==> src/rtl/csi2tx_pixel_capture_pkg.sv <==
// Shared constants and pixel-bus layout for the CSI-2 TX pixel capture stages.
package csi2tx_pixel_capture_pkg;

    // Data-type width and the CSI-2 data types the capture stages care about.
    localparam int unsigned DT_W = 6;
    localparam logic [DT_W-1:0] DT_YUV420_8B  = 6'h18;
    localparam logic [DT_W-1:0] DT_YUV420_10B = 6'h19;
    localparam logic [DT_W-1:0] DT_YUV422_8B  = 6'h1E;
    localparam logic [DT_W-1:0] DT_RAW8       = 6'h2A;
    localparam logic [DT_W-1:0] DT_RAW10      = 6'h2B;
    localparam logic [DT_W-1:0] DT_RAW12      = 6'h2C;

    // Pixel bus and counter widths.
    localparam int unsigned PIX_W  = 32;
    localparam int unsigned COMP_W = 10;
    localparam int unsigned PCNT_W = 4;

    // Sensor pixel word: three 10-bit components at [29:20], [19:10], [9:0].
    typedef struct packed {
        logic [1:0]        rsvd;
        logic [COMP_W-1:0] c2;
        logic [COMP_W-1:0] c1;
        logic [COMP_W-1:0] c0;
    } pixel_word_t;

endpackage

==> src/rtl/csi2tx_line_edge_det.sv <==
// Registered line valid with one-cycle rise and fall pulses aligned to it.
// rise_next_c is the combinational look-ahead of rise_o (the pulse one cycle early).
module csi2tx_line_edge_det (
    input  logic clk,
    input  logic rst_n,
    input  logic vld_i,
    output logic vld_o,
    output logic rise_o,
    output logic fall_o,
    output logic rise_next_c
);

    logic vld_q,  vld_d;
    logic rise_q, rise_d;
    logic fall_q, fall_d;

    // Next-state: pulses mark the first cycle of a change on the registered valid.
    always_comb begin
        vld_d  = vld_i;
        rise_d = vld_i & ~vld_q;
        fall_d = vld_q & ~vld_i;
    end

    // State registers.
    always_ff @(posedge clk or negedge rst_n) begin
        if (!rst_n) begin
            vld_q  <= 1'b0;
            rise_q <= 1'b0;
            fall_q <= 1'b0;
        end else begin
            vld_q  <= vld_d;
            rise_q <= rise_d;
            fall_q <= fall_d;
        end
    end

    assign vld_o       = vld_q;
    assign rise_o      = rise_q;
    assign fall_o      = fall_q;
    assign rise_next_c = rise_d;

endmodule

==> src/rtl/csi2tx_pixel_capture.sv <==
// CSI-2 TX pixel capture: registers the sensor pixel bus and builds the timing
// companions (delayed data, pixel count, end-of-line pulse, YUV420 10-bit
// enables) for the pixel-to-byte converters.
// Optional feature: CSI2TX_LINE_LEN_CHECK_EN adds a sticky line length check.
module csi2tx_pixel_capture
    import csi2tx_pixel_capture_pkg::*;
#(
    parameter logic [5:0]  YUV420_10B_DT = DT_YUV420_10B,
    parameter int unsigned LINE_CNT_W    = 16
) (
    input  logic                  clk,
    input  logic                  rst_n,
    input  logic                  sensor_frame_start,
    input  logic                  sensor_pixel_vld,
    input  logic [PIX_W-1:0]      sensor_pixel_data,
    input  logic [DT_W-1:0]       sensor_data_type,
    input  logic [LINE_CNT_W-1:0] cfg_line_length,
    output logic [PIX_W-1:0]      pixel_data,
    output logic [PIX_W-1:0]      pixel_data_d1,
    output logic                  pixel_data_vld,
    output logic [PCNT_W-1:0]     pixel_cnt,
    output logic                  sensor_pixel_vld_falling_edge,
    output logic                  yuv420_10b_convrn_enable,
    output logic                  yuv420_10b_odd_even_convrn_enable
`ifdef CSI2TX_LINE_LEN_CHECK_EN
    ,
    output logic                  line_length_err
`endif
);

    logic line_vld;
    logic line_start;
    logic line_fall;
    logic line_start_next;

    pixel_word_t         pix_q,      pix_d;
    pixel_word_t         pix_d1_q,   pix_d1_d;
    logic [PCNT_W-1:0]   pcnt_q,     pcnt_d;
    logic [DT_W-1:0]     dt_q,       dt_d;
    logic                yuv_en_q,   yuv_en_d;
    logic                odd_even_q, odd_even_d;

    // Valid register and line boundary pulses.
    csi2tx_line_edge_det u_edge (
        .clk         (clk),
        .rst_n       (rst_n),
        .vld_i       (sensor_pixel_vld),
        .vld_o       (line_vld),
        .rise_o      (line_start),
        .fall_o      (line_fall),
        .rise_next_c (line_start_next)
    );

    // Next-state for data pipe, pixel counter, line type and odd/even flag.
    always_comb begin
        pix_d      = sensor_pixel_data;
        pix_d1_d   = pix_q;
        pcnt_d     = pcnt_q;
        dt_d       = dt_q;
        odd_even_d = odd_even_q;

        // Count while the line continues, hold into the fall cycle, then clear.
        if (line_fall) begin
            pcnt_d = '0;
        end else if (line_vld) begin
            if (sensor_pixel_vld) begin
                pcnt_d = pcnt_q + PCNT_W'(1);
            end
        end else begin
            pcnt_d = '0;
        end

        // Type is taken with the first pixel so the enable is valid on it.
        if (line_start_next) begin
            dt_d = sensor_data_type;
        end
        yuv_en_d = (dt_d == YUV420_10B_DT);

        // Frame start wins over the end-of-line toggle.
        if (sensor_frame_start) begin
            odd_even_d = 1'b0;
        end else if (line_fall && yuv_en_q) begin
            odd_even_d = ~odd_even_q;
        end
    end

    // State registers.
    always_ff @(posedge clk or negedge rst_n) begin
        if (!rst_n) begin
            pix_q      <= '0;
            pix_d1_q   <= '0;
            pcnt_q     <= '0;
            dt_q       <= '0;
            yuv_en_q   <= 1'b0;
            odd_even_q <= 1'b0;
        end else begin
            pix_q      <= pix_d;
            pix_d1_q   <= pix_d1_d;
            pcnt_q     <= pcnt_d;
            dt_q       <= dt_d;
            yuv_en_q   <= yuv_en_d;
            odd_even_q <= odd_even_d;
        end
    end

    assign pixel_data                        = pix_q;
    assign pixel_data_d1                     = pix_d1_q;
    assign pixel_data_vld                    = line_vld;
    assign pixel_cnt                         = pcnt_q;
    assign sensor_pixel_vld_falling_edge     = line_fall;
    assign yuv420_10b_convrn_enable          = yuv_en_q;
    assign yuv420_10b_odd_even_convrn_enable = odd_even_q;

`ifdef CSI2TX_LINE_LEN_CHECK_EN
    logic [LINE_CNT_W-1:0] line_cnt_q, line_cnt_d;
    logic                  len_err_q,  len_err_d;

    // Saturating count of valid cycles in the line; compared on the fall pulse.
    always_comb begin
        line_cnt_d = line_cnt_q;
        len_err_d  = len_err_q;

        if (line_start) begin
            line_cnt_d = LINE_CNT_W'(1);
        end else if (line_vld && (line_cnt_q != '1)) begin
            line_cnt_d = line_cnt_q + LINE_CNT_W'(1);
        end

        if (sensor_frame_start) begin
            len_err_d = 1'b0;
        end else if (line_fall && (line_cnt_q != cfg_line_length)) begin
            len_err_d = 1'b1;
        end
    end

    // Line length check registers.
    always_ff @(posedge clk or negedge rst_n) begin
        if (!rst_n) begin
            line_cnt_q <= '0;
            len_err_q  <= 1'b0;
        end else begin
            line_cnt_q <= line_cnt_d;
            len_err_q  <= len_err_d;
        end
    end

    assign line_length_err = len_err_q;
`else
    logic unused_len_chk;
    assign unused_len_chk = ^{cfg_line_length, line_start};
`endif

endmodule

==> config.mk <==
export PLATFORM = sky130hd
export DESIGN_NAME = csi2tx_pixel_capture
export DESIGN_NICKNAME = d
export VERILOG_FILES = /design/src/rtl/csi2tx_pixel_capture_pkg.sv /design/src/rtl/csi2tx_line_edge_det.sv /design/src/rtl/csi2tx_pixel_capture.sv
export SDC_FILE = /design/constraint.sdc
export NUM_CORES = 1
export LEC_CHECK = 0
export ABC_AREA = 1
export ABC_CLOCK_PERIOD_IN_PS = 1300
export CORE_ASPECT_RATIO = 0.9
export CORE_MARGIN = 5
export CORE_UTILIZATION = 30
export DETAILED_ROUTE_END_ITERATION = 8
export PLACE_DENSITY_LB_ADDON = 0.15
export SLEW_MARGIN = 20
export SYNTH_ARGS = -nofsm -noshare
export SYNTH_HDL_FRONTEND = slang
export SYNTH_SLANG_ARGS = --single-unit
export TNS_END_PERCENT = 30
==> constraint.sdc <==
create_clock -name clk -period 1.3 [get_ports clk]
set_clock_uncertainty 0.15 [all_clocks]
set_input_delay 0.26 -clock clk [delete_from_list [all_inputs] [get_ports clk]]
set_output_delay 0.26 -clock clk [all_outputs]
set_load 0.005 [all_outputs]
==> qor.yml <==
clock_network:
  clk_path_buf_depth: 2
  cts_tree: "done"
  worstSkewPairLatency_ns: 0.34
  cts.reportedPaths.clkPinSlew_ns: 0.08
  cts_sinks: 78
  cts_buffers: 9
  cts_max_level: 3
  root_buffer: "clkbuf_8"
setup_path:
  critPathCaptureType: "output port"
  crit_arrival_ns: 0.87
  timing.rr.end: "yuv420_10b_convrn_enable"
  r2r_slack_ns: 0.05
  crit_family: "flip-flops"
  critPathRequiredTime_ns: 0.89
  critPathLaunch: "pixel_cnt[1]"
  slowest_stage: "dfrtp_1"
  cp_cell_sequence: "buf_2"
  critPathCapture: "pixel_cnt[1]"
  worst_r2r_startpoint: "u_edge.vld_o"
  path_depth: 1
  start_kind: "flop"
  r2r_cells: 8
  path_class: "flop to output port"
  critPathMaxFanout: 2
  max_stage_delay_ns: 0.40
  cp_num_buf_inv: 1
finish:
  fill_cells: 675
  fin_nets: 337
  areaGrowthSynthToFinish_pct: 63.82
  fin_cells: 379
  final_util_pct: 49.48
  drive_above_1_share_pct: 47.70
  insertedDiodeCount: 0
yosys:
  synth-seq-cells: 78
  yosysWarnings: 0
  synth_cells: 131
  syn_area_mm2: 0.002245
  syn_area_per_cell_um2: 17.13
  synth_fp_nets: 190
  synth_cell_type_count: 18
  synth_seq_area_share_pct: 86.96
global_route:
  grt_max_degree: 35
  grt_overflow_total: 0
  grt_pass1_vias: 1678
  grt_antenna_before_repair: 0
  grt_pass1_wl_um: 8369
  grtUsageTotal_pct: 11.71
power:
  total_power_uw: 5477
  p_leak_uw: 0.001805
  vdd.ir_drop.worst_uv: 906.2
  powerDensity_mw_per_mm2: 1490
timing:
  tns_ns: 0
  min_period_ns: 1.277
  max_freq_mhz: 783.0
  finalWorstSetupSlack_ns: 0.02285
  rsz0062_at_grt: "yes"
  slew_violations: 0
  fin_crit_sh_pct: 98.24
  setup_viol: 0
  hold_violations: 0
  relSlewSlack_pct: 78.01
  worst_pin_slew_ns: 0.3293
place:
  place_ws_ns: -0.2998
  dp.cells: 353
  hpwl_um: 3651
  port-buffer-count: 113
  gp_congestion: 0.7092
floorplan:
  fp-row-count: 30
  start_util_pct: 30.20
  dieArea_mm2: 0.009315
  die_w_um: 101.2
  die_y_um: 92.06
  ios: 130
  core_mm2: 0.007432
drt:
  via_count: 1504
  antenna_left: 0
  drc: 0
  wl_per_cell_um: 13.36
  dr.first_iter.drc_count: 16
  via_per_inst: 3.968
  routed_wl_um: 5063
  drt_pass1_iterations: 4
status:
  status: "finished clean"
min_path:
  hp-class: "input port to async pin"
run:
  maxCapViolations: 0
## layout by cell type (no fill, tap or decap), drive strengths merged
cell type      instances
clkinv                 2
clkdlybuf4s50         39
bufinv                 3
ha                     1
o21a                   1
a21oi                  2
buf                   73
clkbuf                33
dfrtp                 78
nor3b                  3
nand3b                 2
nor2                   8
inv                   10
nand2                 16
dlymetal6s2s           1
nand3                  7
dlygate4sd3            1
o21ai                  3
## routing by layer
metal | part of all wire [%] | global-route usage (%) | vias to the layer above | routed length (µm)
li1 | - | - | 710 | -
met1 | 38 | 12.96 | 715 | 1925
met2 | 46 | 17.27 | 74 | 2333
met3 | 15 | 9.049 | 5 | 742
met4 | 1.2 | 3.654 | 0 | 62
met5 | 0 | 0 | - | 0
## sequential cells by signal, summed over array words and instances (netlist names)
register                           count
pixel_data                            32
yuv420_10b_convrn_enable               1
pixel_cnt                              4
dt_q                                   6
u_edge.fall_o                          1
u_edge.vld_o                           1
yuv420_10b_odd_even_convrn_enable      1
pixel_data_d1                         32
## Yosys cell counts
cell type,n,share of area [%]
a21oi_1,2,0.45
buf_6,1,0.50
dfrtp_1,78,87
ha_1,1,0.56
inv_1,7,1.2
inv_2,1,0.17
inv_4,1,0.28
nand2_1,10,1.7
nand2_2,5,1.4
nand2_4,1,0.50
nand3_1,4,0.89
nand3_2,3,1.3
nand3b_1,2,0.67
nor2_1,7,1.2
nor2_2,1,0.28
nor3b_1,3,1.0
o21a_1,1,0.33
o21ai_1,3,0.67
## cell type report
cell class | instances | area (µm²) | share of cell area, %
clock inverter | 6 | 116.4 | 3.164
clock buffer | 10 | 137.6 | 3.743
tap | 96 | 120.1 | 3.266
multi-input combinational | 43 | 302.8 | 8.234
timing repair buffer | 137 | 1002 | 27.25
sequential | 78 | 1952 | 53.08
inverter | 9 | 46.29 | 1.259
## cell families after synthesis
family,share of synthesized area (%)
DFF,86.96
and+or+nand+nor,8.919
buffers and inverters,2.118
AOI/OAI and AO/OA,1.449
adders and majority gates,0.5573
## stage by stage
| stage | area, µm² | hold WS, ns |
|---|---|---|
| final | 3677 | 0.1833 |
| after floorplan | 2245 | -0.1856 |
| after detailed placement | 3625 | 0.007327 |
| after CTS | 3710 | 0.1701 |
| after global placement | 3625 | 0.005734 |
| after global routing | 3677 | 0.1608 |
## worst min path at each step
stage                         startpoint                 to
floorplan                          rst_n            dt_q[0]
global placement                   rst_n       pixel_cnt[2]
CTS                                rst_n  pixel_data_d1[23]
global route        sensor_pixel_data[1]      pixel_data[1]
detailed placement                 rst_n       pixel_cnt[2]
finish                             rst_n  pixel_data_d1[23]
## what timing repair did
action                     in CTS  in global routing
setup endpoints to repair      72                 60
gates resized for setup       246                 41
hold endpoints to repair       78                  0
hold buffers                    1                  0
setup buffers                   7                  3
pin swaps                       0                  7
## where the power goes
group          internal (µW)  leakage, µW  switching (µW)  total, µW
sequential              2570     0.000922            55.8       2630
clock                   1340     0.000127             883       2230
combinational            350     0.000756             270        620
total                   4270      0.00181            1210       5480
Note: power is estimated with default switching activity, not from simulation.
==> RTL change, RTL diff (same settings) <==
`dt_q` no longer has a reset.
--- a/src/rtl/csi2tx_pixel_capture.sv
+++ b/src/rtl/csi2tx_pixel_capture.sv
@@ -90,17 +90,19 @@
             pix_q      <= '0;
             pix_d1_q   <= '0;
             pcnt_q     <= '0;
-            dt_q       <= '0;
             yuv_en_q   <= 1'b0;
             odd_even_q <= 1'b0;
         end else begin
             pix_q      <= pix_d;
             pix_d1_q   <= pix_d1_d;
             pcnt_q     <= pcnt_d;
-            dt_q       <= dt_d;
             yuv_en_q   <= yuv_en_d;
             odd_even_q <= odd_even_d;
         end
+    end
+
+    always_ff @(posedge clk) begin
+        dt_q <= dt_d;
     end
 
     assign pixel_data                        = pix_q;
Check against the original RTL: not equivalent (a bounded check fails within 4 cycles, from zero or initial values and one cycle with rst_n low).
==> RTL change against the original RTL <==
- synthesized area is 1.3% lower
- wire length is 3.7% lower
- sequential cell count stayed put
- worst setup slack better by 0.0039 ns
- power is 9.9% lower
- cell area is 4.9% lower
- utilization is 0.31 points lower
- register-to-register slack worse by 0.02 ns
- fmax is 0.30% higher
- non-clock buffer count is 2 lower
- largest cell class unchanged
==> RTL change: results (changes against the original RTL) <==
[outcome]
status = complete, no violations

[global_routing]
antenna_found_initial = 0  ; unchanged
grt_first_pass_wirelength_um = 8030  ; -4.0%
grt_usage_pct = 11.5  ; -0.25 points
grt_max_degree = 51  ; +46%
grt_pass1_vias = 1614  ; -3.8%

[route]
wl_per_cell_um = 13.0  ; -2.4%
first_pass_iters = 3  ; -1
dr_total_vias = 1489  ; -1.0%
drt-met1-wl_um = 1730  ; -10%
route.met2.wl_um = 2370  ; +1.4%
wl_met3_um = 748  ; +0.81%
dr.first_iter.drc_count = 20  ; +4

[setup_path]
worstPathArrival_ns = 1.39  ; +0.52 ns
rr_startpoint = u_edge.vld_o
crit_family = simple AND/OR/NAND/NOR gates
cp_max_fo = 8  ; +6
slowest_delay_ns = 0.38  ; -0.02 ns

[synthesis]
synth-async-reset-ratio_pct = 92.3  ; -7.7 points
synth.cells.most_frequent = 72 x dfrtp_1, 10 x nand2_1, 7 x inv_1, 7 x nor2_1, 6 x dfxtp_1
synth.distinct_cells = 19  ; +1
synthFlopType = dfrtp_1
synth.top_cells.by_area = dfrtp_1 81%, dfxtp_1 5.4%, nand2_1 1.7%
seq_area_frac_synth_pct = 86.8  ; -0.18 points

[timing]
worst-slew-pin-transition_ns = 0.270  ; -0.0592 ns

[cells_and_area]
drive_gt1_share_pct = 44.1  ; -3.6 points
final_net_count = 335  ; -0.59%
diodes = 0  ; unchanged
num-fill-cells = 672  ; -0.44%

[power]
total_power_uw = 4930  ; -9.9%
internal_power_uw = 3840  ; -10%
leakage_uw = 0.00173  ; -4.4%
vdd.ir_drop.worst_uv = 830  ; -8.4%
powerComb_uw = 569  ; -8.2%
power.sequential.total_uw = 2630  ; about the same

[placed_design]
dp_hpwl_um = 3680  ; +0.83%
port_buffers = 113  ; unchanged
gp_congestion = 0.722  ; +1.8%

[worst_hold_path]
min_path_type = primary input to register

[clock_network]
clk_pin_slew_ns = 0.07
cts_made_buffers = 9  ; unchanged
post_cts_resized = 235  ; -4.5%
post-cts-setup-buffers = 9  ; +2
h-tree-depth = 3  ; unchanged

==> RTL change: area by class of cell <==
cell class,instances,share of cell area [%]
Sequential cell,78,55.0
Timing Repair Buffer,135,27.4
Multi-Input combinational cell,43,7.69
Clock buffer,13,4.26
Tap cell,93,3.33
Clock inverter,3,1.25
Inverter,9,1.11
==> RTL change: cell families after synthesis <==
logic type,Yosys count,share of synthesized area [%]
flip-flops,78,86.8
AND/OR/NAND/NOR,36,9.04
buffers and inverters,10,2.15
AO/OA/AOI/OAI,6,1.47
adder cells (fa/ha/maj),1,0.565
==> RTL change: path summary, 6_finish.rpt <==
| check | cells after the start | slack, ns | endpoint |
|---|---|---|---|
| max | 8 | 0.03 | yuv420_10b_convrn_enable |
| min | 1 | 0.21 | pixel_data[13] |
| max reg2reg | 8 | 0.03 | yuv420_10b_convrn_enable |
| min reg2reg | 0 | 0.22 | pixel_data_d1[14] |
| max in group asynchronous | 3 | 0.46 | pixel_data[18] |
| min in group asynchronous | 3 | 0.30 | pixel_data_d1[27] |
==> RTL change: metal layers <==
layer | vias to the layer above | global-route usage [%]
li1 | 705 | -
met1 | 709 | 12.5
met2 | 71 | 17.1
met3 | 4 | 9.12
met4 | 0 | 3.37
met5 | - | 0
==> RTL change: through the flow <==
stage / area (sq um) / hold WS, ns / setup WS, ns / TNS (ns) / instances
floorplan: 2210 / -0.186 / 0.186 / 0 / 131
global placement: 3550 / 0.135 / -0.259 / -1.59 / 347
detailed placement: 3550 / 0.145 / -0.283 / -1.70 / 347
CTS: 3610 / 0.181 / -0.0618 / -1.26 / 373
global route: 3500 / 0.175 / -0.0690 / -0.282 / 374
finish: 3500 / 0.212 / 0.0267 / 0 / 374
